===== config.mk =====
export PLATFORM = sky130hd
export DESIGN_NAME = mem_arbiter_flat
export DESIGN_NICKNAME = d
export VERILOG_FILES = /design/src/rtl/mem_arb_pkg.sv /design/src/rtl/mem_arbiter_if.sv /design/src/rtl/mem_arb_pick.sv /design/src/rtl/mem_arbiter.sv /design/src/flat_wrapper.sv
export SDC_FILE = /design/constraint.sdc
export NUM_CORES = 1
export LEC_CHECK = 0
export ABC_AREA = 0
export ABC_CLOCK_PERIOD_IN_PS = 2009
export CAP_MARGIN = 0
export CORE_AREA = 2 2 284 286
export DETAILED_ROUTE_END_ITERATION = 12
export DIE_AREA = 0 0 286 288
export MAX_ROUTING_LAYER = met4
export SYNTH_ARGS = -nofsm -noshare
export SYNTH_HDL_FRONTEND = slang
export SYNTH_SLANG_ARGS = --single-unit
export TNS_END_PERCENT = 100

===== constraint.sdc =====
create_clock -name clk -period 2.01 [get_ports clk]
set_clock_uncertainty 0.1 [all_clocks]
set_input_delay 0.201 -clock clk [delete_from_list [all_inputs] [get_ports clk]]
set_output_delay 0.201 -clock clk [all_outputs]
set_load 0.01 [all_outputs]

===== src/rtl/mem_arb_pkg.sv =====
// mem_arb_pkg: shared types and constants for the I/D-cache main-memory arbiter
// Contents: FSM state enum, requester ids, default address/line widths.
package mem_arb_pkg;
    localparam int DEF_ADDR_W = 28;
    localparam int DEF_LINE_W = 128;
    localparam logic REQ_I = 1'b0;
    localparam logic REQ_D = 1'b1;
    typedef enum logic [1:0] {IDLE, BUSY_I, BUSY_D, DONE} state_e;
endpackage


===== src/rtl/mem_arbiter_if.sv =====
// mem_arbiter_if: I-cache, D-cache and memory-side signals of the arbiter
// Modports: slave  - the arbiter (takes cache requests and memory response, drives the rest)
//           master - the environment (caches and memory)
interface mem_arbiter_if #(
    parameter int ADDR_W = mem_arb_pkg::DEF_ADDR_W,
    parameter int LINE_W = mem_arb_pkg::DEF_LINE_W
);
    logic              i_mem_read;
    logic [ADDR_W-1:0] i_mem_addr;
    logic [LINE_W-1:0] i_mem_rdata;
    logic              i_mem_ready;
    logic              d_mem_read;
    logic              d_mem_write;
    logic [ADDR_W-1:0] d_mem_addr;
    logic [LINE_W-1:0] d_mem_wdata;
    logic [LINE_W-1:0] d_mem_rdata;
    logic              d_mem_ready;
    logic              mem_read;
    logic              mem_write;
    logic [ADDR_W-1:0] mem_addr;
    logic [LINE_W-1:0] mem_wdata;
    logic [LINE_W-1:0] mem_rdata;
    logic              mem_ready;
    modport slave (
        input  i_mem_read, i_mem_addr, d_mem_read, d_mem_write, d_mem_addr, d_mem_wdata,
               mem_rdata, mem_ready,
        output i_mem_rdata, i_mem_ready, d_mem_rdata, d_mem_ready,
               mem_read, mem_write, mem_addr, mem_wdata
    );
    modport master (
        output i_mem_read, i_mem_addr, d_mem_read, d_mem_write, d_mem_addr, d_mem_wdata,
               mem_rdata, mem_ready,
        input  i_mem_rdata, i_mem_ready, d_mem_rdata, d_mem_ready,
               mem_read, mem_write, mem_addr, mem_wdata
    );
endinterface


===== src/rtl/mem_arb_pick.sv =====
// mem_arb_pick: one-hot grant between I-cache and D-cache requests
// Ports: i_req_i, d_req_i - pending requests; last_grant_i - requester served last;
//        grant_o - one-hot grant indexed by REQ_I/REQ_D.
// Macro MEM_ARB_ROUND_ROBIN_EN: conflicts go to the requester not served last;
// otherwise the D-cache always wins conflicts.
module mem_arb_pick
    import mem_arb_pkg::*;
(
    input  logic       i_req_i,
    input  logic       d_req_i,
    input  logic       last_grant_i,
    output logic [1:0] grant_o
);
    logic d_first;
`ifdef MEM_ARB_ROUND_ROBIN_EN
    assign d_first = (last_grant_i == REQ_I);
`else
    logic unused_last_grant;
    assign unused_last_grant = last_grant_i;
    assign d_first = 1'b1;
`endif
    assign grant_o[REQ_D] = d_req_i & (d_first | ~i_req_i);
    assign grant_o[REQ_I] = i_req_i & ~grant_o[REQ_D];
endmodule


===== src/rtl/mem_arbiter.sv =====
// mem_arbiter: grants the shared slow-memory port to the I-cache or D-cache, one line at a time
// Ports: clk, rst_n (async, active-low); bus (mem_arbiter_if.slave) carrying the I-cache
//        read port, D-cache read/write-back port and the registered memory port.
// Macro MEM_ARB_ROUND_ROBIN_EN: round-robin conflict resolution with a last-grant register;
// undefined builds use fixed D-cache priority.
module mem_arbiter
    import mem_arb_pkg::*;
#(
    parameter int ADDR_W = DEF_ADDR_W,
    parameter int LINE_W = DEF_LINE_W
) (
    input logic          clk,
    input logic          rst_n,
    mem_arbiter_if.slave bus
);
    state_e            state_q;
    logic              mem_read_q;
    logic              mem_write_q;
    logic [ADDR_W-1:0] mem_addr_q;
    logic [LINE_W-1:0] mem_wdata_q;
    logic [LINE_W-1:0] i_rdata_q;
    logic [LINE_W-1:0] d_rdata_q;
    logic              i_ready_q;
    logic              d_ready_q;
    logic              last_grant;
    logic [1:0]        grant;
`ifdef MEM_ARB_ROUND_ROBIN_EN
    logic              last_grant_q;
    assign last_grant = last_grant_q;
`else
    assign last_grant = REQ_I;
`endif
    mem_arb_pick u_pick (
        .i_req_i      (bus.i_mem_read),
        .d_req_i      (bus.d_mem_read | bus.d_mem_write),
        .last_grant_i (last_grant),
        .grant_o      (grant)
    );
    // A simultaneous D read+write is serviced as a write because mem_write wins in the latch.
    always_ff @(posedge clk or negedge rst_n) begin
        if (!rst_n) begin
            state_q     <= IDLE;
            mem_read_q  <= 1'b0;
            mem_write_q <= 1'b0;
            mem_addr_q  <= '0;
            mem_wdata_q <= '0;
            i_rdata_q   <= '0;
            d_rdata_q   <= '0;
            i_ready_q   <= 1'b0;
            d_ready_q   <= 1'b0;
`ifdef MEM_ARB_ROUND_ROBIN_EN
            last_grant_q <= REQ_I;
`endif
        end else begin
            case (state_q)
                IDLE: begin
                    if (grant[REQ_I]) begin
                        mem_addr_q <= bus.i_mem_addr;
                        mem_read_q <= 1'b1;
                        state_q    <= BUSY_I;
`ifdef MEM_ARB_ROUND_ROBIN_EN
                        last_grant_q <= REQ_I;
`endif
                    end else if (grant[REQ_D]) begin
                        mem_addr_q  <= bus.d_mem_addr;
                        mem_wdata_q <= bus.d_mem_wdata;
                        mem_write_q <= bus.d_mem_write;
                        mem_read_q  <= ~bus.d_mem_write;
                        state_q     <= BUSY_D;
`ifdef MEM_ARB_ROUND_ROBIN_EN
                        last_grant_q <= REQ_D;
`endif
                    end
                end
                BUSY_I: begin
                    if (bus.mem_ready) begin
                        mem_read_q <= 1'b0;
                        i_rdata_q  <= bus.mem_rdata;
                        i_ready_q  <= 1'b1;
                        state_q    <= DONE;
                    end
                end
                BUSY_D: begin
                    if (bus.mem_ready) begin
                        mem_read_q  <= 1'b0;
                        mem_write_q <= 1'b0;
                        if (mem_read_q) d_rdata_q <= bus.mem_rdata;
                        d_ready_q   <= 1'b1;
                        state_q     <= DONE;
                    end
                end
                default: begin
                    // The winner still holds its request here; it is deliberately not sampled.
                    i_ready_q <= 1'b0;
                    d_ready_q <= 1'b0;
                    state_q   <= IDLE;
                end
            endcase
        end
    end
    assign bus.mem_read    = mem_read_q;
    assign bus.mem_write   = mem_write_q;
    assign bus.mem_addr    = mem_addr_q;
    assign bus.mem_wdata   = mem_wdata_q;
    assign bus.i_mem_rdata = i_rdata_q;
    assign bus.d_mem_rdata = d_rdata_q;
    assign bus.i_mem_ready = i_ready_q;
    assign bus.d_mem_ready = d_ready_q;
endmodule

===== src/flat_wrapper.sv =====
// flat-port wrapper written by rule: the top's interface ports become plain ports
module mem_arbiter_flat import mem_arb_pkg::*;
#(
    parameter int ADDR_W = DEF_ADDR_W,
    parameter int LINE_W = DEF_LINE_W
)
  (clk, rst_n, bus_i_mem_read, bus_i_mem_addr, bus_d_mem_read, bus_d_mem_write, bus_d_mem_addr, bus_d_mem_wdata, bus_mem_rdata, bus_mem_ready, bus_i_mem_rdata, bus_i_mem_ready, bus_d_mem_rdata, bus_d_mem_ready, bus_mem_read, bus_mem_write, bus_mem_addr, bus_mem_wdata);
  mem_arbiter_if #(.ADDR_W(ADDR_W), .LINE_W(LINE_W)) bus_i ();
  input logic clk;
  input logic rst_n;
  input wire logic [$bits(bus_i.i_mem_read)-1:0] bus_i_mem_read;
  input wire logic [$bits(bus_i.i_mem_addr)-1:0] bus_i_mem_addr;
  input wire logic [$bits(bus_i.d_mem_read)-1:0] bus_d_mem_read;
  input wire logic [$bits(bus_i.d_mem_write)-1:0] bus_d_mem_write;
  input wire logic [$bits(bus_i.d_mem_addr)-1:0] bus_d_mem_addr;
  input wire logic [$bits(bus_i.d_mem_wdata)-1:0] bus_d_mem_wdata;
  input wire logic [$bits(bus_i.mem_rdata)-1:0] bus_mem_rdata;
  input wire logic [$bits(bus_i.mem_ready)-1:0] bus_mem_ready;
  output wire logic [$bits(bus_i.i_mem_rdata)-1:0] bus_i_mem_rdata;
  output wire logic [$bits(bus_i.i_mem_ready)-1:0] bus_i_mem_ready;
  output wire logic [$bits(bus_i.d_mem_rdata)-1:0] bus_d_mem_rdata;
  output wire logic [$bits(bus_i.d_mem_ready)-1:0] bus_d_mem_ready;
  output wire logic [$bits(bus_i.mem_read)-1:0] bus_mem_read;
  output wire logic [$bits(bus_i.mem_write)-1:0] bus_mem_write;
  output wire logic [$bits(bus_i.mem_addr)-1:0] bus_mem_addr;
  output wire logic [$bits(bus_i.mem_wdata)-1:0] bus_mem_wdata;
  assign bus_i.i_mem_read = bus_i_mem_read;
  assign bus_i.i_mem_addr = bus_i_mem_addr;
  assign bus_i.d_mem_read = bus_d_mem_read;
  assign bus_i.d_mem_write = bus_d_mem_write;
  assign bus_i.d_mem_addr = bus_d_mem_addr;
  assign bus_i.d_mem_wdata = bus_d_mem_wdata;
  assign bus_i.mem_rdata = bus_mem_rdata;
  assign bus_i.mem_ready = bus_mem_ready;
  assign bus_i_mem_rdata = bus_i.i_mem_rdata;
  assign bus_i_mem_ready = bus_i.i_mem_ready;
  assign bus_d_mem_rdata = bus_i.d_mem_rdata;
  assign bus_d_mem_ready = bus_i.d_mem_ready;
  assign bus_mem_read = bus_i.mem_read;
  assign bus_mem_write = bus_i.mem_write;
  assign bus_mem_addr = bus_i.mem_addr;
  assign bus_mem_wdata = bus_i.mem_wdata;
  mem_arbiter #(.ADDR_W(ADDR_W), .LINE_W(LINE_W)) u_core (.clk(clk), .rst_n(rst_n), .bus(bus_i));
endmodule

==> reports/qor.yml, run 1 <==
synthesis:
  syn-num-nets: 1294
  synth_seq_area_share: 0.641
  avgSynthCellArea_um2: 16.8
  syn_area_um2: 16300
  yosysUniqueCellTypes: 29
  synth_warnings: 0
  ys_ff_latch: 418
  netlist_instances: 972
route:
  dr.pass1.iters: 4
  drc: 0
  antenna_left: 0
  drt_wl_total_um: 51900
  routedWlPerCell_um: 18.1
  via_per_inst: 3.89
  num_vias: 11174
  first_iter_violations: 310
sta:
  maxSlewViolCount: 0
  rsz0062_at_grt: "false"
  period_share: 0.957
  fmax_ghz: 0.520
  tightest_slew_ns: 0.441
  finalSetupViolations: 0
  timing.final.crit_period_ns: 1.92
  tns_ns: 0
  maxSlewHeadroom: 0.705
  hold_viol: 0
worst_setup_path:
  r2r_cells: 8
  worstSetupPathType: "register to output port"
  crit_arrival_ns: 1.62
  cp-end-kind: "output port"
  path_cells: "clkdlybuf4s50_1"
  cpLargestDelayFamily: "buffers and inverters"
  slowest_stage: "clkdlybuf4s50_1"
  crit_buf_inv: 1
  r2r_end: "u_core.bus.mem_addr[3]"
  regToRegSetupSlack_ns: 0.16
  reg2reg_from: "u_core.state_q[0]"
  critPathMaxFanout: 2
  start_kind: "register"
  startpoint: "u_core.bus.d_mem_rdata[125]"
  required_ns: 1.71
  cpPeakStageDelay_ns: 0.61
clock_network:
  htree_levels: 2
  clk-insertion-delay-late_ns: 0.56
  cts_tree: "done"
  cts_buffers: 47
  clk_pin_slew_worst_paths_ns: 0.06
  cts_buffer_depth: 3
  cts-root-buf: "clkbuf_16"
  cts.sinks: 418
  cts_resized: 0
global_route:
  grt_overflow: 0
  antenna_found_initial: 1
  grt_max_degree: 81
  grt_use_total: 0.124
  grt_pass1_wl_um: 76700
  grt_pass1_vias: 12539
final_layout:
  n_antenna_cell: 0
  final_cells: 2872
  multi_input_area_um2: 5350
  final_common_cell: "clkdlybuf4s50_1"
  final_cell_mix: "732 x clkdlybuf4s50_1, 418 x dfrtp_1, 284 x mux2_2"
  syn_to_final_growth_pct: 64.4
  ff_latch_area_um2: 10500
  nFillCells: 7764
  drive_gt1_frac: 0.294
  fin_nets: 2096
placed_design:
  io_buffers: 733
  dp_hpwl_um: 39800
  globalplace.congestion: 0.858
  dp.cells: 2783
run:
  maxCapViolCount: 0
floorplan:
  ioPinCount: 734
  dieArea_um2: 82400
  rows: 104
  die_w_um: 286
  start_util: 0.205
  die_y_um: 288
  core-area_um2: 79600
run_status:
  run_status: "completed"
pwr:
  power.static_leakage_uw: 0.0114
  power_density_nw_per_um2: 1660
  vdd_drop_max_mv: 0.770
min_path:
  min_path_type: "primary input to asynchronous set/reset pin"
[per-stage QoR]
stage | hold WS (ns) | power, uW | area, um^2 | util | setup WS [ns]
after floorplan | -0.195 | 24100 | 16300 | - | 0.266
after CTS | 0.0159 | 45200 | 26800 | 0.337 | 0.0343
after detailed placement | 0.0357 | 36200 | 25200 | 0.317 | 0.0539
after global routing | 0.0442 | 46900 | 26800 | 0.337 | 0.00778
final | 0.0427 | 44500 | 26800 | 0.337 | 0.0858
after global placement | 0.0383 | 35800 | 25200 | 0.317 | 0.108
[sequential cells by signal (all words and copies together) (netlist names)]
register and cells:
u_core.bus.d_mem_rdata 128, u_core.bus.d_mem_ready 1, u_core.state_q 2, u_core.bus.i_mem_rdata 128, u_core.bus.mem_wdata 128, u_core.bus.mem_read 1, u_core.bus.mem_addr 28, u_core.bus.i_mem_ready 1
u_core.bus.mem_write 1
[power breakdown]
group / total (uW) / internal [uW] / switching [uW]
combinational: 20600 / 13000 / 7600
clock: 8600 / 5080 / 3510
sequential: 15300 / 12700 / 2560
[kinds of logic (layout without fill, tap and decap cells)]
family                   count (synthesis)  count (layout)  share of synthesized area
flip-flops                             418             418                      0.641
multiplexers                           386             386                      0.289
AO/OA/AOI/OAI                           41              41                     0.0164
buffers and inverters                   54             894                     0.0321
AND/OR/NAND/NOR                         69              69                     0.0176
adder cells (fa/ha/maj)                  4               4                    0.00307
[routing by layer]
metal,GRT usage,up-vias,part of all wire
li1,-,5035,-
met1,0.134,5574,0.38
met2,0.220,479,0.52
met3,0.0330,86,0.071
met4,0.0431,0,0.030
met5,-,-,0
[cell usage after synthesis (all sizes together)]
cell type / n / area [um^2]
o21ai: 3 / 18.8
nor3: 1 / 5.00
o31a: 1 / 8.76
nand2b: 2 / 12.5
a22o: 1 / 8.76
mux2: 384 / 4700
o41ai: 1 / 8.76
dfrtp: 418 / 10500
nor4b: 1 / 15.0
nor2: 60 / 225
clkbuf: 1 / 3.75
a21boi: 1 / 7.51
buf: 51 / 513
ha: 4 / 50.1
a21oi: 2 / 10.0
o21a: 1 / 7.51
o22ai: 28 / 175
nand2: 2 / 7.51
mux2i: 2 / 20.0
o31ai: 3 / 22.5
inv: 2 / 7.51
nor2b: 1 / 6.26
nand3: 1 / 5.00
nand4bb: 1 / 11.3
[how the worst max path moves through the flow]
stage / endpoint / cells past startpoint
detailed placement: u_core.bus.mem_addr[3] / 7
floorplan: u_core.bus.mem_wdata[100] / 7
finish: bus_d_mem_rdata[125] / 1
global placement: u_core.bus.mem_addr[4] / 7
global route: u_core.bus.mem_addr[14] / 8
CTS: bus_mem_wdata[33] / 1
[cell type report]
type / count / area share
Timing Repair Buffer: 805 / 0.303
Clock inverter: 18 / 0.00709
Sequential cell: 418 / 0.390
Multi-Input combinational cell: 500 / 0.200
Clock buffer: 69 / 0.0507
Inverter: 2 / 0.000280
Tap cell: 1060 / 0.0495
[timing repair]
action | in CTS | in global routing
hold buffers | 2 | 0
hold endpoints to repair | 418 | 0
endpoints found under the setup margin | 0 | 0
buffers inserted | 0 | 0
(Power assumes the default switching activity.)
==> inputs of run 2 (changes only) <==
==> constraint.sdc (replaced) <==
create_clock -name clk -period 2.01 [get_ports clk]
set_clock_uncertainty 0.1 [all_clocks]
set_input_delay 0.402 -clock clk [delete_from_list [all_inputs] [get_ports clk]]
set_output_delay 0.402 -clock clk [all_outputs]
set_load 0.01 [all_outputs]
==> run 2 against run 1 <==
  * Critical path depth did not move
  * Sequential share of layout area rose by 0.12 points
  * Routed wire length grew 0.36%
  * Register-to-register slack lost 0.03 ns
  * Clock-buffer cell count is 1 lower
  * Total power shrank 5.9%
  * Combinational power down 12%
  * Highest routed layer unchanged
==> reports/qor.yml, run 2 (synthesis gave the netlist of run 1 again) <==
run_status:
  run_status: "completed"
floorplan:
  die_y_um: 288
  die_w_um: 286
  rows: 104
  core-area_um2: 79600
  ioPinCount: 734
  dieArea_um2: 82400
  start_util: 0.205
final_layout:
  syn_to_final_growth_pct: 64.0
  final_cell_mix: "414 x dfrtp_1, 338 x clkdlybuf4s50_1, 335 x dlygate4sd2_1"
  fin_nets: 2119
  final_common_cell: "dfrtp_1"
  drive_gt1_frac: 0.306
worst_setup_path:
  required_ns: 1.51
  cpPeakStageDelay_ns: 0.54
  reg2reg_from: "u_core.state_q[0]"
  regToRegSetupSlack_ns: 0.13
  startpoint: "u_core.bus.d_mem_rdata[116]"
  start_kind: "register"
  cp-end-kind: "output port"
  path_cells: "clkdlybuf4s50_1"
  crit_buf_inv: 1
  slowest_stage: "clkdlybuf4s50_1"
  worstSetupPathType: "register to output port"
  cpLargestDelayFamily: "buffers and inverters"
  crit_arrival_ns: 1.45
  critPathMaxFanout: 2
pwr:
  power.static_leakage_uw: 0.0126
  finalPower_uw: 41800
  vdd_drop_max_mv: 0.914
  power_density_nw_per_um2: 1560
route:
  met2_length_um: 26900
  num_vias: 11309
  via_per_inst: 3.91
  top_layer: "met4"
  antenna_left: 0
  dr.pass1.iters: 4
  wl_met3_um: 3800
  drc: 0
  route.layer.met1.wl_um: 19700
  first_iter_violations: 282
  drt_wl_total_um: 52000
  routedWlPerCell_um: 18.0
sta:
  hold_viol: 0
  hold-worst-slack_ns: 0.220
  rsz0062_at_grt: "false"
  tightest_slew_ns: 0.445
  maxSlewHeadroom: 0.704
  timing.final.crit_period_ns: 1.95
  period_share: 0.972
  fmax_ghz: 0.512
  maxSlewViolCount: 0
  finalSetupViolations: 0
min_path:
  min_path_type: "primary input to asynchronous set/reset pin"
run:
  maxCapViolCount: 0
placed_design:
  dp_hpwl_um: 40700
  globalplace.congestion: 0.865
  io_buffers: 733
clock_network:
  clk-insertion-delay-late_ns: 0.56
  clk_pin_slew_worst_paths_ns: 0.06
  cts_buffer_depth: 3
  cts_buffers: 47
  htree_levels: 2
  cts_tree: "done"
  cts.sinks: 418
  cts-root-buf: "clkbuf_16"
global_route:
  grt_pass1_vias: 12753
  grt_max_degree: 80
  grt_overflow: 0
  antenna_found_initial: 3
  grt_pass1_wl_um: 77700
  grt_use_total: 0.126
[run 2: cell types whose count changed in the layout (fill, tap and decap cells not counted), moves of 4 or more]
| cell | delta |
|---|---|
| clkdlybuf4s50_1 | -394 |
| dlygate4sd2_1 | +335 |
| dlymetal6s2s_1 | +59 |
| buf_4 | +21 |
| dfrtp_1 | -4 |
| dfrtp_2 | +4 |
[run 2: what timing repair did]
item,in CTS,in global routing
hold endpoints to repair,99,0
resized for setup,339,60
endpoints found under the setup margin,335,63
hold buffers,1,0
buffers inserted,0,0
[run 2: layer usage]
layer / vias up / GRT usage
met2: 488 / 0.221
li1: 5096 / -
met1: 5637 / 0.137
met4: 0 / 0.0440
met3: 88 / 0.0336
met5: - / -
[run 2: area by class of cell]
cell class,count,area [um^2]
tap,1060,1330
timing repair buffer,828,8040
antenna,2,5.00
clock inverter,18,188
sequential,418,10500
clock buffer,68,1360
fill,7849,52900
inverter,2,7.51
multi-input combinational,500,5350
[run 2: power by group]
part           total, uW  internal (uW)  switching [uW]  leakage, uW
sequential         15100          12700            2400      0.00495
clock               8590           5080            3510     0.000769
combinational      18100          10500            7660      0.00691
[run 2: per-stage QoR]
stage	util	cells	setup TNS [ns]	setup slack [ns]	cell area [um^2]
floorplan	-	972	0	0.266	16300
global placement	0.320	2807	-6.38	-0.0926	25400
detailed placement	0.320	2807	-15.25	-0.155	25400
CTS	0.334	2894	0	0.0000170	26600
global route	0.336	2896	0	0.000541	26700
finish	0.336	2896	0	0.0563	26700
[run 2: path summary, 6_finish.rpt]
kind	cells after the start	to
min reg2reg	1	u_core.bus.d_mem_rdata[54]
min in group clk	2	u_core.bus.mem_wdata[92]
max reg2reg	8	u_core.bus.mem_addr[22]
min	2	u_core.bus.i_mem_rdata[97]
max	1	bus_d_mem_rdata[116]
max in group asynchronous	3	u_core.bus.mem_wdata[33]
